`src/rtl/ln_unit.sv`:
```
// Fixed-point natural log: positive Q.8 operand in, signed Q.8 ln(x) out.
// Range-normalises one bit per cycle, then applies a quadratic mantissa correction.
module ln_unit #(
  parameter int DW  = 32,
  parameter int LN2 = 177,
  parameter int C2  = 79
) (
  input  logic          clk,
  input  logic          rst,
  input  logic          in_valid,
  output logic          in_ready,
  input  logic [DW-1:0] x,
  output logic          out_valid,
  input  logic          out_ready,
  output logic [DW-1:0] y,
  output logic          err
);

  localparam int KW = $clog2(DW) + 1;
  localparam logic signed [DW-1:0] LN2_C = DW'(LN2);
  localparam logic [23:0]          C2_C  = 24'(C2);

  typedef enum logic [2:0] {IDLE, NORM, SQ, SUM, DONE} state_t;

  state_t                state, state_nx;
  logic [DW-1:0]         m, m_nx;
  logic signed [KW-1:0]  k, k_nx;
  logic [7:0]            f, f_nx;
  logic [15:0]           sq, sq_nx;
  logic [DW-1:0]         y_r, y_nx;
  logic                  err_r, err_nx;

  logic signed [DW-1:0]  k_ext;
  logic signed [DW-1:0]  k_term;
  logic [23:0]           prod;
  logic [23:0]           corr;

  // Handshakes: a transfer happens on a rising clk edge where valid && ready.
  // Input side is ready only in IDLE; output holds y/err with out_valid high
  // in DONE until out_ready, so jobs never overlap.
  assign in_ready  = (state == IDLE);
  assign out_valid = (state == DONE);
  assign y         = y_r;
  assign err       = err_r;

  assign k_ext  = {{(DW-KW){k[KW-1]}}, k};
  assign k_term = k_ext * LN2_C;
  assign prod   = C2_C * {8'd0, sq};
  assign corr   = prod >> 16;

  always_ff @(posedge clk) begin
    if (rst) begin
      state <= IDLE;
      m     <= '0;
      k     <= '0;
      f     <= '0;
      sq    <= '0;
      y_r   <= '0;
      err_r <= 1'b0;
    end else begin
      state <= state_nx;
      m     <= m_nx;
      k     <= k_nx;
      f     <= f_nx;
      sq    <= sq_nx;
      y_r   <= y_nx;
      err_r <= err_nx;
    end
  end

  always_comb begin
    state_nx = state;
    m_nx     = m;
    k_nx     = k;
    f_nx     = f;
    sq_nx    = sq;
    y_nx     = y_r;
    err_nx   = err_r;
    case (state)
      IDLE: begin
        if (in_valid) begin
          if (x[DW-1] || (x == '0)) begin
            err_nx   = 1'b1;
            y_nx     = {1'b1, {(DW-1){1'b0}}};
            state_nx = DONE;
          end else begin
            m_nx     = x;
            k_nx     = '0;
            state_nx = NORM;
          end
        end
      end
      NORM: begin
        if (m >= DW'(512)) begin
          m_nx = m >> 1;
          k_nx = k + KW'(1);
        end else if (m < DW'(256)) begin
          m_nx = m << 1;
          k_nx = k - KW'(1);
        end else begin
          // m is in [256,511], so the fraction is just the low byte
          f_nx     = m[7:0];
          state_nx = SQ;
        end
      end
      SQ: begin
        sq_nx    = {8'd0, f} * {8'd0, f};
        state_nx = SUM;
      end
      SUM: begin
        y_nx     = k_term + {{(DW-8){1'b0}}, f} - {{(DW-24){1'b0}}, corr};
        err_nx   = 1'b0;
        state_nx = DONE;
      end
      DONE: begin
        if (out_ready) state_nx = IDLE;
      end
      default: state_nx = IDLE;
    endcase
  end

endmodule
```
`config.mk`:
```
export PLATFORM = sky130hd
export DESIGN_NAME = ln_unit
export DESIGN_NICKNAME = d
export VERILOG_FILES = /design/src/rtl/ln_unit.sv
export SDC_FILE = /design/constraint.sdc
export NUM_CORES = 1
export LEC_CHECK = 0
export ABC_AREA = 0
export CAP_MARGIN = 20
export CORE_ASPECT_RATIO = 1.1
export CORE_MARGIN = 1
export CORE_UTILIZATION = 55
export CTS_BUF_LIST = sky130_fd_sc_hd__clkbuf_2
export CTS_CLUSTER_DIAMETER = 150
export DETAILED_ROUTE_END_ITERATION = 8
export PLACE_DENSITY_LB_ADDON = 0.05
export RECOVER_POWER = 25
export SLEW_MARGIN = 25
export SYNTH_ARGS = -nofsm -noshare
export SYNTH_HDL_FRONTEND = slang
export SYNTH_SLANG_ARGS = --single-unit
```
`constraint.sdc`:
```
create_clock -name clk -period 8.6 [get_ports clk]
set_input_delay 1.72 -clock clk [delete_from_list [all_inputs] [get_ports clk]]
set_output_delay 1.72 -clock clk [all_outputs]
set_load 0.01 [all_outputs]
```
# After elaboration in Yosys (flattened, before gate mapping)
# Cells that the tools add are included.
dict set report word_totals {
  out_inout_bits 35
  reg_bits 98
  wordCells 60
  inputBits 36
}
dict set report classes {
  n_mux 22
  reduce_logical 9
  addsub 4
  eq_ne 11
  n_mul 3
  n_lt_le_gt_ge 2
  n_bitwise 2
}
# cell count
set op_table {}
lappend op_table {{$mux W32} 6}
lappend op_table {{$pmux W32 S2} 2}
lappend op_table {{$ge A32 B10 Y1 const B} 1}
lappend op_table {{$logic_not A32 Y1} 1}
lappend op_table {{$lt A32 B9 Y1 const B} 1}
lappend op_table {{$mux W6} 4}
lappend op_table {{$mul A7 B16 Y23 const A} 1}
lappend op_table {{$sub A16 B8 Y17} 1}
lappend op_table {{$add A15 B9 Y16} 1}
lappend op_table {{$mul A8 B8 Y16} 1}
lappend op_table {{$mul A6 B9 Y15 const B} 1}
lappend op_table {{$mux W3} 5}
lappend op_table {{$pmux W3 S5} 1}
lappend op_table {{$pmux W6 S2} 1}
lappend op_table {{$ne A2 B2 Y1 const B} 4}
lappend op_table {{$reduce_and A4 Y1} 2}
lappend op_table {{$add A6 B2 Y6 const B} 1}
lappend op_table {{$eq A3 B2 Y1 const B} 2}
lappend op_table {{$reduce_and A3 Y1} 2}
lappend op_table {{$sub A6 B2 Y6 const B} 1}
lappend op_table {{$ne A2 B1 Y1 const B} 2}
lappend op_table {{$reduce_bool A2 Y1} 2}
lappend op_table {{$eq A3 B1 Y1 const B} 1}
lappend op_table {{$eq A3 B3 Y1 const B} 1}
lappend op_table {{other kinds (6)} 8}

# Depth between registers and ports, before layout
dict set report logic_depth {
  depth_word 5
  depth_mapped 29
  depth_no_buf 29
}

# Least setup slack after synthesis
# No wires, ideal clock.
dict set report synth_timing {
  path_kind {register -> register}
  from {register sq[6]}
  to {register y_r[31] (netlist: y[31])}
  required_ns 8.505
  setup_time_ns 0.095
  period_less_slack_ns 7.367
  n_path_buf 0
  stages_incl_launch_ff 29
  slack_ns 1.233
  arrival_time_ns 7.271
  path_cell_list {dfxtp_1 -> inv_1 -> fa_1 -> inv_1 -> ha_1 -> fa_1 -> inv_1 -> fa_1 -> inv_1 -> ha_1 -> a211oi_1 -> o21ai_0 -> a21o_1 -> a211o_1 -> and3_1 -> or2_2 -> ha_1 -> fa_1 -> inv_1 -> fa_1 -> inv_1 -> ha_1 -> fa_1 -> a211o_1 -> a21oi_1 -> o21ai_0 -> a2111oi_2 -> o21ai_0 -> a221oi_1}
}
dict set report synth_between {
  elab_chain_cells 3
}
# element line
set synth_rtl {}
lappend synth_rtl {{start, declared} 29} ;# logic [15:0] sq, sq_nx;
lappend synth_rtl {{start signal, assigned} 65} ;# sq <= sq_nx;
lappend synth_rtl {{$mul A7 B16 Y23} 48} ;# assign prod = C2_C * {8'd0, sq};
lappend synth_rtl {{$sub A16 B8 Y17} 111} ;# y_nx = k_term + {{(DW-8){1'b0}}, f} - {{(DW-24){1'b0}}, corr};
lappend synth_rtl {{$pmux W32 S2} 79} ;# case (state)
lappend synth_rtl {{end signal, assigned} 66} ;# y_r <= y_nx;
lappend synth_rtl {{end, declared} 30} ;# logic [DW-1:0] y_r, y_nx;
# No other way between the ends.
# A chain may end at the register's enable or synchronous reset.

# Worst setup path after layout
# Same ends and word-level chain as after synthesis.

==> results.py <==
metrics = {
    "run_status": {
        "run_status": "complete, but fails checks",
        "failed_checks": "max-capacitance violations, max-slew violations",
    },
    "hold_path": {
        "min-delay-path-class": "flip-flop to flip-flop",
    },
    "sta": {
        "timing.fmax_ghz": 0.1256,
        "grt_setup_unrepaired": "no",
        "hold_viol_final": 0,
        "tightest_slew_ns": 2.289,
        "finalSetupTns_ns": 0,
        "setup_violations": 0,
        "final.period_utilization": 0.9259,
        "finalHoldWorstSlack_ns": 0.4932,
        "clock-skew-final_ns": 0.02935,
        "finalCriticalPeriod_ns": 7.962,
        "report.final.slew_viol_count": 52,
        "max_slew_margin": -0.5259,
    },
    "cts": {
        "cts_buffers": 9,
        "cts.path.max_buffers": 2,
        "cts_repair_resize_count": 0,
        "postCtsHoldBufs": 0,
        "insertion_delay_ns": 0.63,
        "cts_tree": "yes",
        "cts.root.buffer_cell": "clkbuf_2",
        "cts_post_setup_buffers_inserted": 0,
        "cts-htree-levels": 3,
        "cts.sinks": 83,
        "cts.clk_slew.worst_paths_ns": 0.25,
    },
    "synth": {
        "asyncSetResetFlopFracSynth": 0,
        "post_synth_inst_count": 995,
        "synth_enable_flop_cells": 0,
        "netlist-cell-type-count": 69,
        "synth-main-ff-cell": "dfxtp_1",
        "yosys_warnings": 0,
        "synth_seq_cells": 83,
        "synth_sequential_area_ratio": 0.1901,
        "netlist_area_sq_mm": 0.008740,
        "syn-mean-instance-area_sq_um": 8.784,
    },
    "placed_design": {
        "place.gp.congestion": 0.8191,
        "detailed_placement_wirelength_estimate_um": 14510,
        "postPlaceCellArea_sq_mm": 0.009442,
        "io_buffer_count": 70,
    },
    "detailed_routing": {
        "first_pass_drt_iterations": 5,
        "vias": 6708,
        "drt_iter0_drc": 314,
        "drt-vias-per-instance": 5.427,
        "routed_wirelength_normalized_by_instance_count_um": 14.65,
        "route.antenna.remaining_nets": 0,
        "remaining_routing_drc_violations": 0,
        "postRouteWirelength_um": 18110,
    },
    "pwr": {
        "power_density_of_the_placed_cells_mw_per_mm2": 92.33,
        "power.clock.fraction": 0.250,
        "p_leak_uw": 0.004692,
        "vdd_drop_max_mv": 0.08624,
        "sequential_fraction_of_design_power": 0.480,
        "p_sw_frac": 0.3417,
        "pwr-share-comb": 0.270,
        "p_int_uw": 580.4,
        "switching_power_uw": 301.2,
    },
    "cells_and_area": {
        "finish.instance_area_sq_mm": 0.009548,
        "mostFrequentLayoutCells": "174 x inv_1, 127 x ha_1, 83 x dfxtp_1",
        "num-nets-final": 1275,
        "layout-area-overhead-vs-synth_pct": 9.248,
        "layout_commonest_cell": "inv_1",
        "post_route_cells_drive_above_1_share": 0.04427,
    },
    "worst_setup_path": {
        "crit_path_max_fanout": 4,
        "critical_path.max_stage_delay_ns": 0.56,
        "cp_max_stage_cell": "fa_1",
        "arrival_ns": 8.51,
        "endpoint_kind": "flip-flop",
        "timing.critical_path.required_ns": 9.15,
        "timing_worst_setup_path_type": "flip-flop to flip-flop",
        "setup.worst_path.start_class": "flip-flop",
    },
    "global_routing": {
        "grt.total_usage": 0.2344,
        "grt_first_pass_wirelength_um": 30530,
        "grt_overflow": 0,
        "grt_antenna_before_repair": 1,
        "grt_start_max_net_pins": 52,
        "first_global_vias": 6494,
    },
    "floorplanning": {
        "die_x_um": 122.2,
        "die_area_sq_mm": 0.01640,
        "initial_core_util": 0.5716,
        "core_region_area_sq_mm": 0.01529,
        "num_rows": 47,
        "die_height_um": 134.2,
        "num_io_pins": 71,
    },
    "run": {
        "timing.max_cap.violations": 1,
    },
}
==> cell type report <==
| class | instances | area, sq um |
|---|---|---|
| diodes | 1 | 2.502 |
| clock buffers | 10 | 50.05 |
| clock inverters | 6 | 63.81 |
| fillers | 1420 | 5742 |
| inverters | 175 | 659.4 |
| multi-input cells | 691 | 6145 |
| flip-flops and latches | 83 | 1662 |
| well taps | 196 | 245.2 |
| repair buffers | 74 | 720.7 |
==> per-layer routing <==
metal | GRT usage | wire length, um
met1 | 0.3057 | 8323
met2 | 0.4005 | 9034
met5 | 0 | 0
met3 | 0.02381 | 384
met4 | 0.08198 | 368
==> registers in the layout, indices dropped and copies added, names as in the netlist <==
| register | cells |
|---|---|
| m | 32 |
| sq | 15 |
| f | 8 |
| y | 18 |
| k | 6 |
| state | 3 |
| err | 1 |
==> logic make-up (layout without fill, tap and decap cells) <==
family / after synthesis / after routing / synth area share
and+or+nand+nor: 252 / 252 / 0.1419
adders and majority gates: 205 / 205 / 0.3605
buffers and inverters: 223 / 265 / 0.1094
other: 2 / 5 / 0.0008593
muxes: 14 / 14 / 0.01661
DFF: 83 / 83 / 0.1901
AOI/OAI and AO/OA: 187 / 187 / 0.1516
xor gates and xnor gates: 29 / 29 / 0.02906
==> cell usage after synthesis (all sizes together), types with 6 or more instances <==
master	n	area, sq um
buf	22	153.9
or3	8	50.05
a211o	6	53.80
nor3	11	66.32
or2	7	43.79
xor2	7	61.31
o21ai	30	150.1
ha	127	1589
o21a	9	67.56
o211ai	12	90.09
and2	23	143.9
inv	175	659.4
a211oi	9	67.56
a22o	15	131.4
a21oi	36	180.2
mux2i	10	100.1
nor4	13	100.1
xnor2	22	192.7
a21o	12	91.34
clkbuf	24	121.4
nand2	79	296.5
nor2	64	247.7
dfxtp	83	1662
a311oi	24	210.2
nand3	18	90.09
nand2b	14	87.58
fa	78	1562
==> power groups by stage <==
stage | Clock [uW] | Sequential, uW | Combinational, uW
after CTS | 224 | 423 | 241
final | 220 | 423 | 238
after floorplan | 0 | 424 | 183
after global routing | 242 | 427 | 266
after global placement | 0 | 430 | 237
after detailed placement | 0 | 430 | 240
==> through the flow <==
stage	util	setup WS, ns	cells	power, uW
after global routing	0.6245	0.1781	1236	934.9
after floorplan	-	1.233	997	607.1
final	0.6245	0.6376	1236	881.6
after global placement	0.6175	0.8148	1219	667.4
after CTS	0.6250	0.6600	1235	888.3
after detailed placement	0.6175	0.6917	1219	670.5
==> path summary, 6_finish.rpt <==
path	from	depth (start not counted)	end	slack, ns
min reg2reg	sq[6]	2	sq[6]	0.49
min	sq[6]	2	sq[6]	0.49
max	sq[6]	28	y[31]	0.64
max reg2reg	sq[6]	28	y[31]	0.64
==> critical path, delay by kind of cell, from the launching register on <==
kind,cells,cell delay (ns)
AO/OA/AOI/OAI,10,2.48
adder cells (fa/ha/maj),10,4.15
buffers and inverters,6,0.37
flip-flops,1,0.40
AND/OR/NAND/NOR,2,0.48
Power figures use the tool's default switching activity.
==> variant, RTL diff (same settings) <==
The parameter `C2` goes from 79 to 64.
--- a/src/rtl/ln_unit.sv
+++ b/src/rtl/ln_unit.sv
@@ -3,7 +3,7 @@
 module ln_unit #(
   parameter int DW  = 32,
   parameter int LN2 = 177,
-  parameter int C2  = 79
+  parameter int C2  = 64
 ) (
   input  logic          clk,
   input  logic          rst,
Function: changed (a bounded check fails within 10 cycles, from zero or initial values and one cycle with rst high).
==> variant against the original RTL <==
The flow still finishes with violations (capacitance limit, slew limit). Sequential share of layout area increased by 3.4 points. Area after synthesis shrank 27%. Maximum frequency is 24% higher. Wire length fell by 25%. Final area shrank 25%. Worst setup slack improved by 1.5 ns. Total power decreased by 14%. Global-route usage fell by 0.087 points. Sequential cell count shrank 9. Largest power group unchanged.
==> variant: results <==
{
  "ff2ff_setup_slack_ns": 3.76,
  "fillers": 1026,
  "avgSynthCellArea_um2": 8.52,
  "track_usage": 0.233,
  "synth_seq_area_share": 0.231,
  "synth_warnings": 0,
  "dp.cells": 921,
  "max_stage_delay_ns": 2.43,
  "io_buffers": 70,
  "async_reset_ff_frac": 0,
  "path_delay_family": "buffers and inverters",
  "viasPerCell": 5.57,
  "drive_above_1_share": 0.0495,
  "cpMaxStageDelayCell": "clkbuf_1",
  "grt_pass1_vias": 4960,
  "netlist_top_cells_area": "dfxtp_1, ha_1, fa_1",
  "reg2reg_depth": 15,
  "largest_register_ffs": 32,
  "pre_cts_ws_ns": 3.89,
  "r2r-end": "sq[14]",
  "cts_resized": 0,
  "insertion_delay_ns": 0.56,
  "status": "finished with violations",
  "grt_first_pass_wirelength_um": 22600,
  "cellLeakagePower_nw": 3.18,
  "grt_max_degree": 77,
  "violations": "capacitance limit, slew limit",
  "r2r_start": "f[5]",
  "crit_start": "rst",
  "clock-root-buffer": "clkbuf_2",
  "num_antenna_cells": 0,
  "cts_setup_buffers": 0,
  "slew_headroom": -1.32,
  "cap_violations": 1,
  "clkSlewWorstSetupHoldPaths_ns": 0.21,
  "ys_types": 66,
  "synth_common_cells": "inv_1, ha_1, dfxtp_1, nand2_1, nor2_1",
  "worstPathMaxFanout": 76,
  "detail_route.wl_per_cell_um": 14.5,
  "nets": 936,
  "finalWirelength_um": 13600,
  "finalCritPeriodShare": 0.749,
  "clk_path_buf_depth": 2,
  "drt-initial-drc-count": 220,
  "arrival_ns": 6.91,
  "cts_buffers": 9,
  "worstSetupPathType": "in2reg",
  "grt_antenna_before_repair": 0,
  "endpoint": "k[5]",
  "clock_skew_ns": 0.0313,
  "hpwlAfterDp_um": 10400,
  "drc": 0,
  "first_pass_iters": 5,
  "gp_congestion": 0.886,
  "maxSlewViolCount": 77,
  "ir_drop_mv": 0.0628
}
variant: cell count changes after synthesis, moves of 12 or more:
cell,change
inv_1,-70
ha_1,-51
fa_1,-37
o21ai_0,-19
a22o_1,-15
a21oi_1,-12
variant: metrics by stage:
step           hold WS (ns)  power, W  cell area [µm²]
2_1_floorplan         0.445  0.000534             6420
6_report              0.479  0.000756             7120
3_3_place_gp          0.451  0.000582             7020
3_5_place_dp          0.461  0.000586             7020
5_1_grt               0.508  0.000802             7120
4_1_cts               0.486  0.000761             7120
variant: layout make-up:
type	instances	area, µm²	area share
inverters	105	394	0.0553
repair buffers	74	726	0.102
multi-input cells	519	4240	0.595
flip-flops and latches	74	1480	0.208
clock inverters	6	43.8	0.00615
clock buffers	10	50.0	0.00702
well taps	150	188	0.0263
variant: worst register-to-register path, stage by stage (launching register included):
cell and delay, ns:
dfxtp_1 0.55, inv_1 0.16, nor2_1 0.20, fa_1 0.48
fa_1 0.54, inv_1 0.05, fa_1 0.50, fa_1 0.55
inv_1 0.04, ha_1 0.30, a21o_1 0.16, a21oi_1 0.19
a2bb2oi_1 0.33, a31oi_1 0.23, xnor2_1 0.18, a211oi_1 0.09
variant: per-layer routing:
layer  routed length, µm  GRT usage
met2                6620      0.404
met5                   0          0
met4                 193     0.0732
met1                6360      0.302
met3                 455     0.0351
variant: logic make-up (layout without fill, tap and decap cells):
logic type                 Yosys count  in the layout  share of synthesized area
and+or+nand+nor                    234            234                      0.177
buffers and inverters              160            195                      0.109
AOI/OAI and AO/OA                  131            131                      0.154
adders and majority gates          117            117                      0.276
DFF                                 74             74                      0.231
xor gates and xnor gates            19             19                     0.0259
muxes                               17             17                     0.0267
other                                1              1                   0.000584
variant: where the power goes:
part / switching [W] / internal [W]
Combinational: 0.000109 / 0.0000917
Clock: 0.000136 / 0.0000396
Sequential: 0.0000176 / 0.000362
variant: worst min-delay path by stage:
stage          slack [ns]     end   start  cells after the start
2_1_floorplan        0.45  sq[12]  sq[12]                      2
3_3_place_gp         0.45    y[7]    y[7]                      2
3_5_place_dp         0.46    y[8]    y[8]                      2
4_1_cts              0.49    y[8]    y[8]                      2
5_1_grt              0.51    y[2]    y[2]                      2
6_report             0.48    y[9]    y[9]                      2
